File: src/rtl/axis_join_latency_pipe.sv
// axis_join_latency_pipe: joins AXI-Stream operands A and B into one {B,A} beat
// and delivers it after LATENCY register stages, with optional bubble collapse.
module axis_join_latency_pipe #(
    parameter int WIDTH    = 64,
    parameter int LATENCY  = 12,
    parameter int USER_W   = 8,
    parameter bit COLLAPSE = 1'b1
) (
    input  logic                               aclk,
    input  logic                               aresetn,
    input  logic [WIDTH-1:0]                   s_axis_a_tdata,
    input  logic [USER_W-1:0]                  s_axis_a_tuser,
    input  logic                               s_axis_a_tvalid,
    output logic                               s_axis_a_tready,
    input  logic [WIDTH-1:0]                   s_axis_b_tdata,
    input  logic                               s_axis_b_tvalid,
    output logic                               s_axis_b_tready,
    output logic [2*WIDTH-1:0]                 m_axis_result_tdata,
    output logic [USER_W-1:0]                  m_axis_result_tuser,
    output logic                               m_axis_result_tvalid,
    input  logic                               m_axis_result_tready,
    output logic [$clog2(LATENCY+1)-1:0]       occupancy
);

    localparam int OCC_W = $clog2(LATENCY + 1);

    logic [LATENCY-1:0] v;
    logic [LATENCY-1:0] rdy;
    logic [2*WIDTH-1:0] data [LATENCY];
    logic [USER_W-1:0]  user [LATENCY];
    logic               fire;
    logic               out_hs;
    logic [OCC_W-1:0]   occ;

    // Stage ready: with collapse a stage may move whenever any stage at or
    // beyond it is empty (or the sink takes the last beat); without collapse
    // every stage follows the output stage so the whole pipe moves together.
    always_comb begin
        logic tail_full;
        tail_full = 1'b1;
        rdy       = '0;
        for (int i = LATENCY - 1; i >= 0; i--) begin
            tail_full = tail_full & v[i];
            if (COLLAPSE) begin
                rdy[i] = m_axis_result_tready | ~tail_full;
            end else begin
                rdy[i] = m_axis_result_tready | ~v[LATENCY-1];
            end
        end
    end

    // Both operands are consumed together, only when stage 0 can take them.
    assign fire = aresetn & s_axis_a_tvalid & s_axis_b_tvalid & rdy[0];

    assign s_axis_a_tready = aresetn & s_axis_b_tvalid & rdy[0];
    assign s_axis_b_tready = aresetn & s_axis_a_tvalid & rdy[0];

    assign out_hs = v[LATENCY-1] & m_axis_result_tready;

    assign m_axis_result_tvalid = v[LATENCY-1];
    assign m_axis_result_tdata  = data[LATENCY-1];
    assign m_axis_result_tuser  = user[LATENCY-1];
    assign occupancy            = occ;

    // Valid bits advance stage by stage; reset drops everything in flight.
    always_ff @(posedge aclk) begin
        if (!aresetn) begin
            v <= '0;
        end else begin
            if (rdy[0]) begin
                v[0] <= fire;
            end
            for (int i = 1; i < LATENCY; i++) begin
                if (rdy[i]) begin
                    v[i] <= v[i-1];
                end
            end
        end
    end

    // Payload and tag follow the valid bits; they need no reset.
    always_ff @(posedge aclk) begin
        if (rdy[0]) begin
            data[0] <= {s_axis_b_tdata, s_axis_a_tdata};
            user[0] <= s_axis_a_tuser;
        end
        for (int i = 1; i < LATENCY; i++) begin
            if (rdy[i]) begin
                data[i] <= data[i-1];
                user[i] <= user[i-1];
            end
        end
    end

    // Beats in flight: plus one per join, minus one per delivered result.
    always_ff @(posedge aclk) begin
        if (!aresetn) begin
            occ <= '0;
        end else begin
            occ <= occ + OCC_W'(fire) - OCC_W'(out_hs);
        end
    end

endmodule

File: config.mk
export PLATFORM = sky130hd
export DESIGN_NAME = axis_join_latency_pipe
export DESIGN_NICKNAME = d
export VERILOG_FILES = /design/src/rtl/axis_join_latency_pipe.sv
export SDC_FILE = /design/constraint.sdc
export NUM_CORES = 1
export LEC_CHECK = 0
export CAP_MARGIN = 10
export CORE_MARGIN = 8
export CORE_UTILIZATION = 53
export CTS_CLUSTER_DIAMETER = 200
export CTS_CLUSTER_SIZE = 12
export DETAILED_ROUTE_END_ITERATION = 12
export PLACE_DENSITY_LB_ADDON = 0.15
export SLEW_MARGIN = 20
export SYNTH_ARGS = -nofsm -noshare
export SYNTH_HDL_FRONTEND = slang
export SYNTH_SLANG_ARGS = --single-unit
File: constraint.sdc
create_clock -name aclk -period 7.7 [get_ports aclk]
set_input_delay 1.54 -clock aclk [delete_from_list [all_inputs] [get_ports aclk]]
set_output_delay 1.54 -clock aclk [all_outputs]
set_load 0.005 [all_outputs]
; Yosys cells after proc, flatten, opt, wreduce, memory -nomap -nowiden
; Memories as Yosys holds them, arrays and structs flattened.
; Cells that the tools add are included.
[totals]
register_bits = 16
ram_bits = 1632
in_bits = 141
out_inout_bits = 143
elab_cells = 83
memories = 2
[mem_list]
columns = name, depth, width, read_ports, rd_clocked_by_memory_dff, write_ports, line
row1 = data, 12, 128, 12, 0, 12, 29  ; logic [2*WIDTH-1:0] data [LATENCY];
row2 = user, 12, 8, 12, 0, 12, 30  ; logic [USER_W-1:0] user [LATENCY];
[classes]
add_sub_neg = 2
mux = 24
n_bitwise = 42
[ops]
columns = op, n
row1 = $mux 1, 24
row2 = $and 1x1->1, 18
row3 = $not 1->1, 12
row4 = $or 1x1->1, 12
row5 = $add 4x1->4, 1
row6 = $sub 4x1->4, 1

; Logic depth before layout (Yosys ltp)
[logic_depth]
depth_word = 16
mapped_depth = 11
ltp_nobuf = 10

; Least setup slack after synthesis
; Ideal clock, no wire load.
[synth_timing]
path_type = in2reg
start = input m_axis_result_tready
end = memory data[0][256] in the netlist's numbering, enable pin
setup_time_ps = 1780
arrival_time_ps = 5856
required_ps = 5920
path_slack_ps = 64
stages = 5
n_path_buf = 2
path_cell_list = and4b_1 > buf_6 > and2_4 > buf_6 > nand4_1
[synth_rtl]
columns = element, line
row1 = "start, declared", 21  ; input logic m_axis_result_tready,
row2 = "end, declared", 29

; Final worst setup path
[layout_timing]
start = input m_axis_result_tready
end = output s_axis_b_tready
[layout_via]
elab_chain_cells = 2
[layout_lines]
columns = element, line
row1 = $or 1x1->1, 45  ; rdy[i] = m_axis_result_tready | ~tail_full;
row2 = $and 1x1->1, 56  ; assign s_axis_b_tready = aresetn & s_axis_a_tvalid & rdy[0];
row3 = "end, declared", 17  ; output logic s_axis_b_tready,
; Every way passes these cells.

==> results.py <==
metrics = {
    "run_status": {
        "status": "completed",
    },
    "logic_synthesis": {
        "synthDominantAreaCellType": "sky130_fd_sc_hd__edfxtp_1",
        "synth.area.mux_share_pct": 0,
        "synth_unique_cells": 30,
        "synth_top_flop_cell": "sky130_fd_sc_hd__edfxtp_1",
        "synth_enable_flop_cells": 1632,
        "synth.ff_latch_count": 1648,
        "proportion_of_netlist_area_held_by_the_largest_area_contributor_pct": 96.4,
        "async_reset_ff_share_pct": 0,
        "synth-simple-area-share_pct": 0.416,
        "yosys_warnings": 0,
        "mappedNetlistNets": 2005,
        "synth_adder_area_share_pct": 0.138,
        "syn-cell-area_um2": 50800,
        "syn-instance-count": 1859,
        "synth_xor_area_share_pct": 0.0345,
        "synth_compound_gate_area_share_pct": 0.185,
        "synth_area_leaders": "sky130_fd_sc_hd__edfxtp_1 96%, sky130_fd_sc_hd__buf_4 2.0%, sky130_fd_sc_hd__dfxtp_1 0.63%",
        "synth.avg_cell_area_um2": 27.3,
        "synth-seq-area-share_pct": 97.1,
        "synth_top_family_by_area": "buffers and inverters",
    },
    "critical_path": {
        "setup.worst_path.start": "m_axis_result_tready",
        "worstPathCellList": "clkdlybuf4s50_1 -> and4b_1 -> nand4_1 -> and3_1 -> clkdlybuf4s50_1",
        "worstPathMaxFanout": 10,
        "reg2reg_slack_ps": 4300,
        "critical_path_buf_inv_count": 2,
        "crit_path_start_kind": "input port",
        "worst_setup_path_end_kind": "primary output",
        "critPathSlowestCell": "sky130_fd_sc_hd__and4b_1",
        "critical-path-top-delay-family": "simple AND/OR/NAND/NOR gates",
        "critical_path.endpoint": "s_axis_b_tready",
        "regToRegStartpoint": "v[10]",
        "crit_path_frequent_cell": "sky130_fd_sc_hd__clkdlybuf4s50_1",
        "timing.rr.end": "data[0][416]",
        "worstPathRequired_ps": 6160,
        "crit_type": "input port to primary output",
        "cp_slowest_stage_delay_ps": 590,
        "worst_r2r_path_depth": 4,
        "critPathArrivalTime_ps": 3470,
        "crit_cells": 5,
    },
    "floorplanning": {
        "initial_core_utilization_pct": 53.5,
        "fp.dieArea_um2": 106000,
        "dieWidth_um": 326,
        "row_count": 113,
        "ioPinCount": 284,
        "fp.coreArea_um2": 95000,
        "die-height_um": 326,
    },
    "detailed_routing": {
        "routedWlPerCell_um": 20.2,
        "initial_detailed_routing_violation_count": 1166,
        "routed_wirelength_um": 69900,
        "final_ant_viol_nets": 0,
        "detail_route.drc_violations": 0,
        "via_count": 16996,
        "route.detailed.vias_per_inst": 4.92,
        "pre_repair_dr_iteration_count": 4,
    },
    "finish": {
        "antennaDiodeCount": 0,
        "drive_gt1_share_pct": 8.90,
        "finalNetCount": 2318,
        "final_cell_count_no_fill": 3455,
        "n_fill_cell": 6386,
        "layout-area-overhead-vs-synth_pct": 15.2,
    },
    "cts": {
        "tritoncts_num_sinks": 1648,
        "hold_buf_cts": 0,
        "root_buffer": "sky130_fd_sc_hd__clkbuf_16",
        "cts_inserted_buffers": 155,
        "htree_num_levels": 4,
        "cts_buffer_depth": 3,
        "worst_skew_pair.late_latency_ps": 710,
        "cts-resized-gates": 0,
        "cts_tree": "yes",
        "path_clk_slew_ps": 60,
        "postCtsSetupRepairBufs": 0,
    },
    "global_routing": {
        "antenna_found_initial": 1,
        "grt_first_pass_wirelength_um": 105000,
        "global_route.overflow_total": 0,
        "grt_pass1_vias": 17694,
        "grt_usage_pct": 13.2,
        "largest_net_degree_at_the_start_of_global_routing": 138,
    },
    "run": {
        "timing.max_cap.violations": 0,
    },
    "sta": {
        "rsz0062_at_grt": "false",
        "setup_slack_ps": 2690,
        "fmax_mhz": 200,
        "setup-tns-final_ps": 0,
        "final_max_slew_viol_count": 0,
        "report.final.hold_viol_count": 0,
        "finalSetupViolations": 0,
        "finClkSkew_ps": 15.6,
        "finalCriticalPeriod_ps": 5010,
        "max-slew-margin-rel_pct": 30.2,
        "worst-slew-pin-transition_ps": 1050,
        "final_min_period_over_clock_period_pct": 65.1,
    },
    "place": {
        "placedCellCount": 3279,
        "dp_hpwl_um": 41600,
        "pre_cts_ws_ps": 2690,
        "place.gp.congestion": 0.762,
        "port-buffer-count": 283,
    },
    "power": {
        "switchingPower_mw": 3.00,
        "pwr-share-seq_pct": 61.1,
        "powerDensity_nw_per_um2": 292,
        "share_comb_of_total_power_pct": 1.0,
        "vdd_ir_drop_max_v": 0.000197,
        "p_clk_share_pct": 38.0,
        "internal_power_mw": 14.1,
        "switching_share_pct": 17.5,
        "total_leakage_power_nw": 20.8,
    },
    "min_path": {
        "worst_hold_path_type": "flop to flop",
    },
}
-- how the worst min path moves through the flow --
| stage | depth (start not counted) | start | to | slack, ps |
|---|---|---|---|---|
| after floorplan | 0 | data[0][0] | data[0][128] | 400 |
| after global placement | 0 | data[1][183] | data[1][311] | 400 |
| after detailed placement | 0 | data[0][31] | data[0][159] | 400 |
| after CTS | 0 | data[0][314] | data[0][442] | 400 |
| after global routing | 0 | data[1][153] | data[1][281] | 410 |
| final | 0 | data[0][316] | data[0][444] | 410 |
-- cells in the mapped netlist (all sizes together), types with 2 or more instances --
cell type	n
a21oi	4
a31oi	2
a41oi	2
and2	3
and3	4
and4	2
buf	141
dfxtp	16
edfxtp	1632
ha	4
inv	10
nand2	7
nand3	5
nand4	4
nor2	11
xor2	2
-- worst reg2reg max path: cells and delay by family (launching register included) --
family,cells,cell delay [ps]
and+or+nand+nor,3,1690
DFF,1,410
buffers and inverters,1,760
-- per-stage QoR --
stage / total power [mW] / utilization (%) / hold WS (ps) / instance area [um2]
after floorplan: 10.6 / - / 400 / 50800
after global placement: 10.8 / 57.2 / 400 / 54400
after detailed placement: 10.8 / 57.2 / 405 / 54400
after CTS: 17.4 / 61.6 / 404 / 58500
after global routing: 17.7 / 61.6 / 410 / 58500
final: 17.1 / 61.6 / 405 / 58500
-- layer usage --
| metal | up-vias | track usage (%) | wire length (um) | part of all wire (%) |
|---|---|---|---|---|
| li1 | 7828 | - | - | - |
| met1 | 8625 | 16.4 | 28800 | 41 |
| met2 | 409 | 21.8 | 35400 | 51 |
| met3 | 134 | 3.67 | 3580 | 5.1 |
| met4 | 0 | 5.61 | 2180 | 3.1 |
| met5 | - | 0 | 0 | 0 |
-- placed cells by master (no fill, tap or decap), types with 2 or more instances in the layout --
cell type                         netlist  final
sky130_fd_sc_hd__edfxtp_1            1632   1632
sky130_fd_sc_hd__clkdlybuf4s50_1        0    283
sky130_fd_sc_hd__clkbuf_16              0    161
sky130_fd_sc_hd__dfxtp_1               16     16
sky130_fd_sc_hd__buf_4                137     13
sky130_fd_sc_hd__nor2_1                11     11
sky130_fd_sc_hd__inv_6                  0      9
sky130_fd_sc_hd__inv_1                 10      7
sky130_fd_sc_hd__clkbuf_1               1      6
sky130_fd_sc_hd__nand4_1                4      4
sky130_fd_sc_hd__nand3_4                1      4
sky130_fd_sc_hd__and3_1                 4      4
sky130_fd_sc_hd__a21oi_1                4      4
sky130_fd_sc_hd__nand2_1                7      4
sky130_fd_sc_hd__ha_1                   4      4
sky130_fd_sc_hd__and4_1                 2      2
sky130_fd_sc_hd__and2_1                 2      2
sky130_fd_sc_hd__nand2_8                0      2
sky130_fd_sc_hd__xor2_1                 2      2
sky130_fd_sc_hd__a41oi_1                2      2
sky130_fd_sc_hd__a31oi_1                2      2
sky130_fd_sc_hd__clkinv_8               0      2
-- final cells by class --
class | instances | area [um2] | share of cell area, %
Multi-Input combinational cell | 59 | 470 | 0.804
Tap cell | 1265 | 1580 | 2.70
Sequential cell | 1648 | 49300 | 84.3
Clock inverter | 8 | 85.1 | 0.145
Clock buffer | 167 | 4050 | 6.92
Inverter | 10 | 52.6 | 0.0898
Timing Repair Buffer | 298 | 2980 | 5.09
-- cells by family after synthesis --
family,after synthesis
xor gates and xnor gates,2
AOI/OAI and AO/OA,14
adders and majority gates,5
and+or+nand+nor,38
buffers and inverters,152
DFF,1648
-- registers in the layout, indices dropped and copies added (netlist names) --
name       cells
user          96
v             12
data        1536
occupancy      4
-- power groups by stage --
stage	Sequential, mW	Clock [mW]	Combinational, mW
2_1_floorplan	10.6	0	0.0618
3_3_place_gp	10.6	0	0.174
3_5_place_dp	10.6	0	0.173
4_1_cts	10.5	6.72	0.174
5_1_grt	10.5	7.05	0.181
6_report	10.5	6.50	0.170
Power figures use the tool's default switching activity.
